**config.mk**
```make
export PLATFORM = sky130hd
export DESIGN_NAME = alu_cmd_sequencer
export DESIGN_NICKNAME = d
export VERILOG_FILES = /design/src/rtl/alu_cmd_sequencer.sv
export SDC_FILE = /design/constraint.sdc
export NUM_CORES = 1
export LEC_CHECK = 0
export CAP_MARGIN = 20
export CORE_UTILIZATION = 50
export CTS_BUF_LIST = sky130_fd_sc_hd__clkbuf_4 sky130_fd_sc_hd__clkbuf_8
export CTS_CLUSTER_DIAMETER = 30
export DETAILED_ROUTE_END_ITERATION = 6
export PLACE_DENSITY = 0.77
export RECOVER_POWER = 25
export SLEW_MARGIN = 10
export SYNTH_ARGS = -nofsm -noshare
export SYNTH_HDL_FRONTEND = slang
export SYNTH_SLANG_ARGS = --single-unit
```
**constraint.sdc**
```tcl
create_clock -name clock -period 4.5 [get_ports clock]
set_clock_uncertainty 0.1 [all_clocks]
set_input_delay 0.9 -clock clock [delete_from_list [all_inputs] [get_ports clock]]
set_output_delay 0.9 -clock clock [all_outputs]
set_load 0.05 [all_outputs]
```
**src/rtl/alu_cmd_sequencer.sv**
```systemverilog
// Command sequencer for the 16-bit ALU: queues operations, drives the ALU,
// waits a settle time, captures the result and owns the accumulator.
module alu_cmd_sequencer #(
   parameter int DEPTH         = 4,
   parameter int SETTLE_CYCLES = 1
) (
   input  logic                       clock,
   input  logic                       reset,
   input  logic                       cmd_valid,
   output logic                       cmd_ready,
   input  logic [5:0]                 cmd_opcode,
   input  logic [15:0]                cmd_a,
   input  logic [15:0]                cmd_b,
   output logic [5:0]                 alu_opcode,
   output logic [15:0]                alu_a,
   output logic [15:0]                alu_b,
   output logic [15:0]                alu_acc,
   input  logic [31:0]                alu_out,
   input  logic                       alu_clear,
   output logic                       res_valid,
   input  logic                       res_ready,
   output logic [31:0]                res_data,
   output logic                       res_err,
   output logic                       res_wide,
   output logic [15:0]                acc,
   output logic                       busy,
   output logic [$clog2(DEPTH+1)-1:0] cmd_count
);

   localparam int AW   = $clog2(DEPTH);
   localparam int CNTW = $clog2(DEPTH + 1);
   localparam int SW   = (SETTLE_CYCLES > 1) ? $clog2(SETTLE_CYCLES) : 1;
   localparam logic [CNTW-1:0] FULL_CNT    = CNTW'(DEPTH);
   localparam logic [SW-1:0]   SETTLE_LAST = SW'(SETTLE_CYCLES - 1);

   typedef enum logic [1:0] {IDLE, ISSUE, RESP} state_t;

   state_t          state, state_nxt;
   logic [37:0]     mem [DEPTH];
   logic [AW-1:0]   wr_ptr, rd_ptr;
   logic [37:0]     head;
   logic [SW-1:0]   settle_cnt;
   logic            push, pop, capture, head_legal;

   assign cmd_ready  = (cmd_count != FULL_CNT);
   assign push       = cmd_valid && cmd_ready;
   assign pop        = (state == IDLE) && (cmd_count != '0);
   assign head       = mem[rd_ptr];
   assign head_legal = (head[37:32] <= 6'd24);
   assign capture    = (state == ISSUE) && (settle_cnt == SETTLE_LAST);
   assign alu_acc    = acc;
   assign busy       = (state != IDLE) || (cmd_count != '0);

   // Storage is not reset; occupancy alone decides which entries are live.
   always_ff @(posedge clock) begin
      if (push)
         mem[wr_ptr] <= {cmd_opcode, cmd_a, cmd_b};
   end

   always_ff @(posedge clock or posedge reset) begin
      if (reset) begin
         wr_ptr    <= '0;
         rd_ptr    <= '0;
         cmd_count <= '0;
      end else begin
         if (push) wr_ptr <= wr_ptr + 1'b1;
         if (pop)  rd_ptr <= rd_ptr + 1'b1;
         case ({push, pop})
            2'b10:   cmd_count <= cmd_count + 1'b1;
            2'b01:   cmd_count <= cmd_count - 1'b1;
            default: cmd_count <= cmd_count;
         endcase
      end
   end

   always_ff @(posedge clock or posedge reset) begin
      if (reset) state <= IDLE;
      else       state <= state_nxt;
   end

   always_comb begin
      state_nxt = state;
      case (state)
         IDLE:    if (pop) state_nxt = head_legal ? ISSUE : RESP;
         ISSUE:   if (capture) state_nxt = RESP;
         RESP:    if (res_valid && res_ready) state_nxt = IDLE;
         default: state_nxt = IDLE;
      endcase
   end

   always_ff @(posedge clock or posedge reset) begin
      if (reset) begin
         alu_opcode <= '0;
         alu_a      <= '0;
         alu_b      <= '0;
         acc        <= '0;
         settle_cnt <= '0;
         res_valid  <= 1'b0;
         res_data   <= '0;
         res_err    <= 1'b0;
         res_wide   <= 1'b0;
      end else begin
         if (pop) begin
            if (head_legal) begin
               alu_opcode <= head[37:32];
               alu_a      <= head[31:16];
               alu_b      <= head[15:0];
               settle_cnt <= '0;
            end else begin
               // Illegal opcodes never reach the ALU; answer immediately.
               res_data  <= '0;
               res_err   <= 1'b1;
               res_wide  <= 1'b0;
               res_valid <= 1'b1;
            end
         end
         if (state == ISSUE)
            settle_cnt <= settle_cnt + 1'b1;
         if (capture) begin
            res_data  <= alu_out;
            res_err   <= 1'b0;
            res_wide  <= |alu_out[31:16];
            res_valid <= 1'b1;
            acc       <= alu_clear ? '0 : alu_out[15:0];
         end
         if (state == RESP && res_valid && res_ready)
            res_valid <= 1'b0;
      end
   end

endmodule

```
==> results of run 1 <==
-- critical path: stages (launching register included) --
cell and delay (ns):
dfrtp_1 0.44, nor4_1 0.66, nand2b_1 0.10, clkdlybuf4s50_1 0.74
-- power breakdown --
group / leakage (nW) / total (mW) / switching, mW / internal, mW
sequential: 2.64 / 3.65 / 0.460 / 3.19
combinational: 1.76 / 4.55 / 2.76 / 1.79
clock: 0.507 / 2.16 / 0.902 / 1.26
total: 4.90 / 10.4 / 4.12 / 6.24
-- worst max-delay path by stage --
stage	startpoint	to	slack [ns]	cells after the start
2_1_floorplan	reset	acc[0]	0.91	1
3_3_place_gp	rd_ptr[0]	alu_b[14]	1.12	4
3_5_place_dp	rd_ptr[0]	alu_a[14]	1.08	4
4_1_cts	cmd_count[2]	busy	1.01	3
5_1_grt	cmd_count[2]	busy	0.91	3
6_report	cmd_count[2]	busy	1.02	3
-- logic make-up after synthesis --
kind of cell	after synthesis	synth area share
AND/OR/NAND/NOR	142	0.0671
XOR/XNOR	6	0.00537
flip-flops	251	0.719
adder cells (fa/ha/maj)	6	0.00843
buffers and inverters	53	0.0293
AO/OA/AOI/OAI	49	0.0302
multiplexers	75	0.141
-- registers in the layout, indices dropped and copies added, names as in the netlist --
register / flops
res_data: 32
alu_opcode: 6
acc: 16
res_valid: 1
cmd_count: 3
res_wide: 1
mem: 152
state: 2
rd_ptr: 2
wr_ptr: 2
alu_a: 16
settle_cnt: 1
res_err: 1
alu_b: 16
-- layer usage --
metal,vias to the layer above,GRT usage,share of wire
met2,231,0.365,0.50
met4,2,0.0724,0.020
li1,2551,-,-
met5,-,0,0.00064
met3,38,0.0522,0.069
met1,2852,0.254,0.41
-- placed cells by master, fill, tap and decap left out, drive strengths merged, types with 2 or more instances in the layout --
| master | n |
|---|---|
| a211o | 2 |
| a21oi | 4 |
| and2 | 2 |
| and3 | 4 |
| buf | 9 |
| clkbuf | 68 |
| clkdlybuf4s50 | 146 |
| clkinv | 12 |
| clkinvlp | 4 |
| dfrtp | 99 |
| diode | 2 |
| dlygate4sd3 | 38 |
| edfxtp | 152 |
| ha | 5 |
| inv | 8 |
| mux2 | 36 |
| mux4 | 38 |
| nand2 | 102 |
| nand3 | 2 |
| nand3b | 17 |
| nor2 | 3 |
| nor4 | 5 |
| o21ai | 36 |
| o22a | 2 |
| o311ai | 2 |
| or3 | 2 |
| xnor2 | 3 |
| xor2 | 3 |
-- through the flow --
step / hold WS (ns) / cell area, µm² / cells
2_1_floorplan: 0.398 / 9790 / 582
3_3_place_gp: 0.371 / 11800 / 988
3_5_place_dp: 0.378 / 11800 / 989
4_1_cts: 0.391 / 12700 / 1073
5_1_grt: 0.415 / 12800 / 1075
6_report: 0.388 / 12800 / 1077
-- final cells by class --
cell class | count | area, µm² | share of cell area
Inverter | 9 | 35.0 | 0.00274
Clock buffer | 68 | 842 | 0.0659
Antenna cell | 2 | 5.00 | 0.000391
Clock inverter | 16 | 114 | 0.00891
Sequential cell | 251 | 7040 | 0.551
Tap cell | 260 | 325 | 0.0254
Multi-Input combinational cell | 278 | 2480 | 0.194
Timing Repair Buffer | 193 | 1940 | 0.152
==> impl_results.md, run 1 <==
- Number of setup buffers added after CTS: 0
- Peak VDD IR: 0.545 mV
- Most frequent cell after synthesis: edfxtp_1
- GRT Total Usage: 0.209
- Power Total: 10.4 mW
- Vias in the first global route: 5957
- Worst slew pin tran: 2.24 ns
- Clock transition at path regs: 0.06 ns
- CTS tree: built
- Syn Std Cell Area: 9790 µm²
- Top post-synthesis cells by area: edfxtp_1 47%, dfrtp_1 25%, mux4_2 8.7%, mux2_4 4.3%, nand2_1 3.9%
- Slew Limit Headroom: -0.502
- Die Width: 142 µm
- CP Capture Type: output pin
- Reg2Reg Depth: 4
- Max-cap violations: 1
- Worst Hold Path EP: alu_opcode[5]
- CTS root buf: clkbuf_8
- Core ar.: 19000 µm²
- Area growth, synth to finish: 30.6%
- Pre-CTS WS: 1.08 ns
- Fin crit period: 3.48 ns
- Gr ovfl total: 0
- Layout cells sized above 1: 0.217
- Routability cong.: 0.822
- Maximum fanout count along the critical path: 5
- Worst min path class: reg2reg
- Initial DRC count: 300
- Final max-slew violation count: 47
- Syn avg cell area: 16.8 µm²
- Clk buf depth: 3
- Die area: 20100 µm²
- Clock sink count: 251
- Syn nets: 663
- WHS Path Cells: 1
- WP data required: 3.50 ns
- Largest net degree at the start of global routing: 52
- Yosys top cell by area: edfxtp_1
- Crit Reg-Reg Endpoint: alu_a[10]
- TritonCTS buffer count: 46
- Floorplan row count: 50
- Final hold vios: 0
- Fin crit share: 0.772
- Post-CTS sizing: 0
- Hold-fix buffers, CTS: 0
- Syn. warnings: 0
- Post-synth EDFFs: 152
- Initial antenna violation count: 3
- WL/cell: 18.8 µm
- Kind of critical path: reg2out
- Fill cells: 1294
- Synth cell types: 39
- WL final: 20300 µm
- FF-to-FF Start: rd_ptr[0]
- Final setup TNS: 0 ns
- Outcome: complete, but fails checks
- Worst setup SP type: register
- I/O Pins: 185
- Worst R2R Setup Slack: 1.13 ns
- Final Net Count: 860
- LEAKAGE: 4.90 nW
- First-pass GRT wire length: 31700 µm
- I/O Buffers: 184
- DIE HEIGHT: 142 µm
- Drc violations: 0
- Yosys top cell area share: 0.466
- Final worst setup slack: 1.02 ns
- CP Data Arrival Time: 2.48 ns
- Vias: 5674
- Post-synth top cells: 152 x edfxtp_1, 102 x nand2_1, 99 x dfrtp_1
- RSZ-0062 raised after global routing: false
- Final core occ: 0.674
- Initial DRT Pass Iterations: 4
- Starting Density: 0.517
- Max Freq: 288 MHz
- Instance count of the mapped netlist: 582
- Seq/Total Area, Yosys: 0.719
- Hold path startpoint: alu_opcode[5]
- Hpwl dp: 12900 µm
- Worst skew pair latency: 0.54 ns
- Seq cells post-synth: 251
- Power Density: 811 nW/µm²
- Vias per cell: 5.27
- H-tree Lvls: 2
- Antenna viol nets, final: 0
- Failing checks: max-capacitance violations, max-slew violations
- Fraction of registers with async set/reset: 0.394
- Synth Flop Type: edfxtp_1
- Final setup viols: 0
Note: power is estimated with default switching activity, not from simulation.
==> run 2: changes to the inputs <==
--- a/config.mk
+++ b/config.mk
@@ -6,11 +6,11 @@
 export NUM_CORES = 1
 export LEC_CHECK = 0
 export CAP_MARGIN = 20
-export CORE_UTILIZATION = 50
+export CORE_UTILIZATION = 49
 export CTS_BUF_LIST = sky130_fd_sc_hd__clkbuf_4 sky130_fd_sc_hd__clkbuf_8
 export CTS_CLUSTER_DIAMETER = 30
 export DETAILED_ROUTE_END_ITERATION = 6
-export PLACE_DENSITY = 0.77
+export PLACE_DENSITY = 0.79
 export RECOVER_POWER = 25
 export SLEW_MARGIN = 10
 export SYNTH_ARGS = -nofsm -noshare
==> constraint.sdc (replaced) <==
create_clock -name clock -period 3 [get_ports clock]
set_clock_uncertainty 0.1 [all_clocks]
set_input_delay 0.6 -clock clock [delete_from_list [all_inputs] [get_ports clock]]
set_output_delay 0.6 -clock clock [all_outputs]
set_load 0.05 [all_outputs]
==> impl_results.md, run 2 (synthesis gave the netlist of run 1 again) <==
- CP Capture Type: output pin
- H-tree Lvls: 2
- I/O Pins: 185
- Initial DRT Pass Iterations: 5
- WL/cell: 19.2 µm
- Worst skew pair latency: 0.54 ns
- Met3 Routed Length: 1820 µm
- Commonest non-fill, non-tap cell in the layout: edfxtp_1
- Sequential Power Share: 0.338
- Drc violations: 0
- WP data required: 2.30 ns
- Layout cells sized above 1: 0.226
- Antenna viol nets, final: 0
- Core ar.: 19500 µm²
- Worst setup SP type: register
- Final hold vios: 0
- Die Width: 143 µm
- I/O Buffers: 184
- Gr ovfl total: 0
- CTS tree: built
- Final Cell Area: 13000 µm²
- Die area: 20600 µm²
- Top sig layer: met5
- DIE HEIGHT: 143 µm
- CTS root buf: clkbuf_8
- Worst slew pin tran: 1.46 ns
- Clk buf depth: 3
- RSZ-0062 raised after global routing: false
- Hold-fix buffers, CTS: 0
- Maximum fanout count along the critical path: 6
- Final max-slew violation count: 0
- Final setup TNS: 0 ns
- Max Freq: 349 MHz
- Initial antenna violation count: 2
- Starting Density: 0.501
- Clock sink count: 251
- Highest-count cells in the layout ignoring fill and taps: 152 x edfxtp_1, 145 x clkdlybuf4s50_1, 102 x nand2_1
- Final core occ: 0.665
- Vias: 5735
- Hpwl dp: 13300 µm
- Clock power share: 0.229
- Power Total: 16.0 mW
- Final worst setup slack: 0.134 ns
- Switching power total: 6.32 mW
- Top reg by flops: mem
- Routability cong.: 0.823
- Final Net Count: 866
- Switch share: 0.394
- Met1 WL: 8200 µm
- GRT Total Usage: 0.208
- Slew Limit Headroom: 0.0297
- Peak VDD IR: 0.732 mV
- Vias per cell: 5.27
- Power Density: 1240 nW/µm²
- Vias in the first global route: 6068
- Clock transition at path regs: 0.06 ns
- Pre-CTS WS: 0.179 ns
- LEAKAGE: 4.96 nW
- Int Pwr: 9.72 mW
- Met2 WL: 10500 µm
- Placed cell areas: 11900 µm²
- CP Data Arrival Time: 2.17 ns
- DP Cell Count: 1001
- TritonCTS buffer count: 47
- Largest net degree at the start of global routing: 100
- Max-cap violations: 0
- Fin crit share: 0.955
- First-pass GRT wire length: 32000 µm
- Max reg flops: 152
- Area growth, synth to finish: 32.6%
- Hold_ws: 0.395 ns
- Final setup viols: 0
- WL final: 20900 µm
- Top Registers: mem x152, res_data x32
- Floorplan row count: 51
- Comb power frac: 0.434
- Outcome: complete, no violations
- Fin crit period: 2.87 ns
- Initial DRC count: 224
- Kind of critical path: reg2out
- Worst min path class: reg2reg
- Finished Layout Cells: 1088
## run 2: cell count changes in the layout (fill, tap and decap cells not counted), moves of 2 or more
| cell | previous run | this run |
|---|---|---|
| clkinv_2 | 9 | 7 |
| clkbuf_8 | 53 | 51 |
| bufinv_16 | 1 | 6 |
| clkbuf_4 | 15 | 9 |
| clkinv_4 | 1 | 5 |
| clkinvlp_4 | 3 | 9 |
| buf_4 | 6 | 9 |
| buf_12 | 2 | 4 |
## run 2: what timing repair did
action | in CTS | in global routing
endpoints found under the setup margin | 1 | 0
buffers inserted | 0 | 0
resized for setup | 2 | 0
hold endpoints to repair | 0 | 0
## run 2: routing by layer
metal | global-route usage | up-vias
li1 | - | 2562
met4 | 0.0672 | 2
met2 | 0.358 | 247
met3 | 0.0630 | 36
met5 | 0 | -
met1 | 0.251 | 2888
## run 2: power by group through the flow
| stage | Sequential (mW) | Clock [mW] | Combinational (mW) |
|---|---|---|---|
| 2_1_floorplan | 7.28 | 0 | 2.98 |
| 3_3_place_gp | 5.41 | 0 | 6.87 |
| 6_report | 5.42 | 3.67 | 6.96 |
| 3_5_place_dp | 5.47 | 0 | 7.00 |
| 5_1_grt | 5.53 | 3.90 | 7.34 |
| 4_1_cts | 5.43 | 3.74 | 7.02 |
## run 2: cell type report
type / instances / area, µm²
diodes: 1 / 2.50
flip-flops and latches: 251 / 7040
clock inverters: 27 / 323
multi-input cells: 278 / 2490
fillers: 1329 / 6540
repair buffers: 198 / 2000
clock buffers: 59 / 762
well taps: 265 / 332
inverters: 9 / 37.5
## run 2: worst paths after layout
path / slack [ns] / from / cells past startpoint / endpoint
worst min register to register: 0.40 / res_err / 2 / res_err
max in group asynchronous: 0.97 / reset / 3 / rd_ptr[0]
worst max-delay path: 0.13 / cmd_count[0] / 3 / cmd_ready
worst max register to register: 0.51 / rd_ptr[0] / 6 / alu_a[12]
worst min-delay path: 0.40 / res_err / 2 / res_err
min in group asynchronous: 0.82 / reset / 3 / acc[9]
## run 2: worst max-delay path: stages, from the launching register on
cell and delay (ns):
dfrtp_1 0.43, inv_1 0.11, nand3_1 0.23, clkdlybuf4s50_1 0.85
==> run 3: changes to the inputs <==
--- a/config.mk
+++ b/config.mk
@@ -10,6 +10,7 @@
 export CTS_BUF_LIST = sky130_fd_sc_hd__clkbuf_4 sky130_fd_sc_hd__clkbuf_8
 export CTS_CLUSTER_DIAMETER = 30
 export DETAILED_ROUTE_END_ITERATION = 6
+export GPL_ROUTABILITY_DRIVEN = 0
 export PLACE_DENSITY = 0.79
 export RECOVER_POWER = 25
 export SLEW_MARGIN = 10
==> results of run 3 <==
Final layout, timing and power as in run 2 (identical DEF).
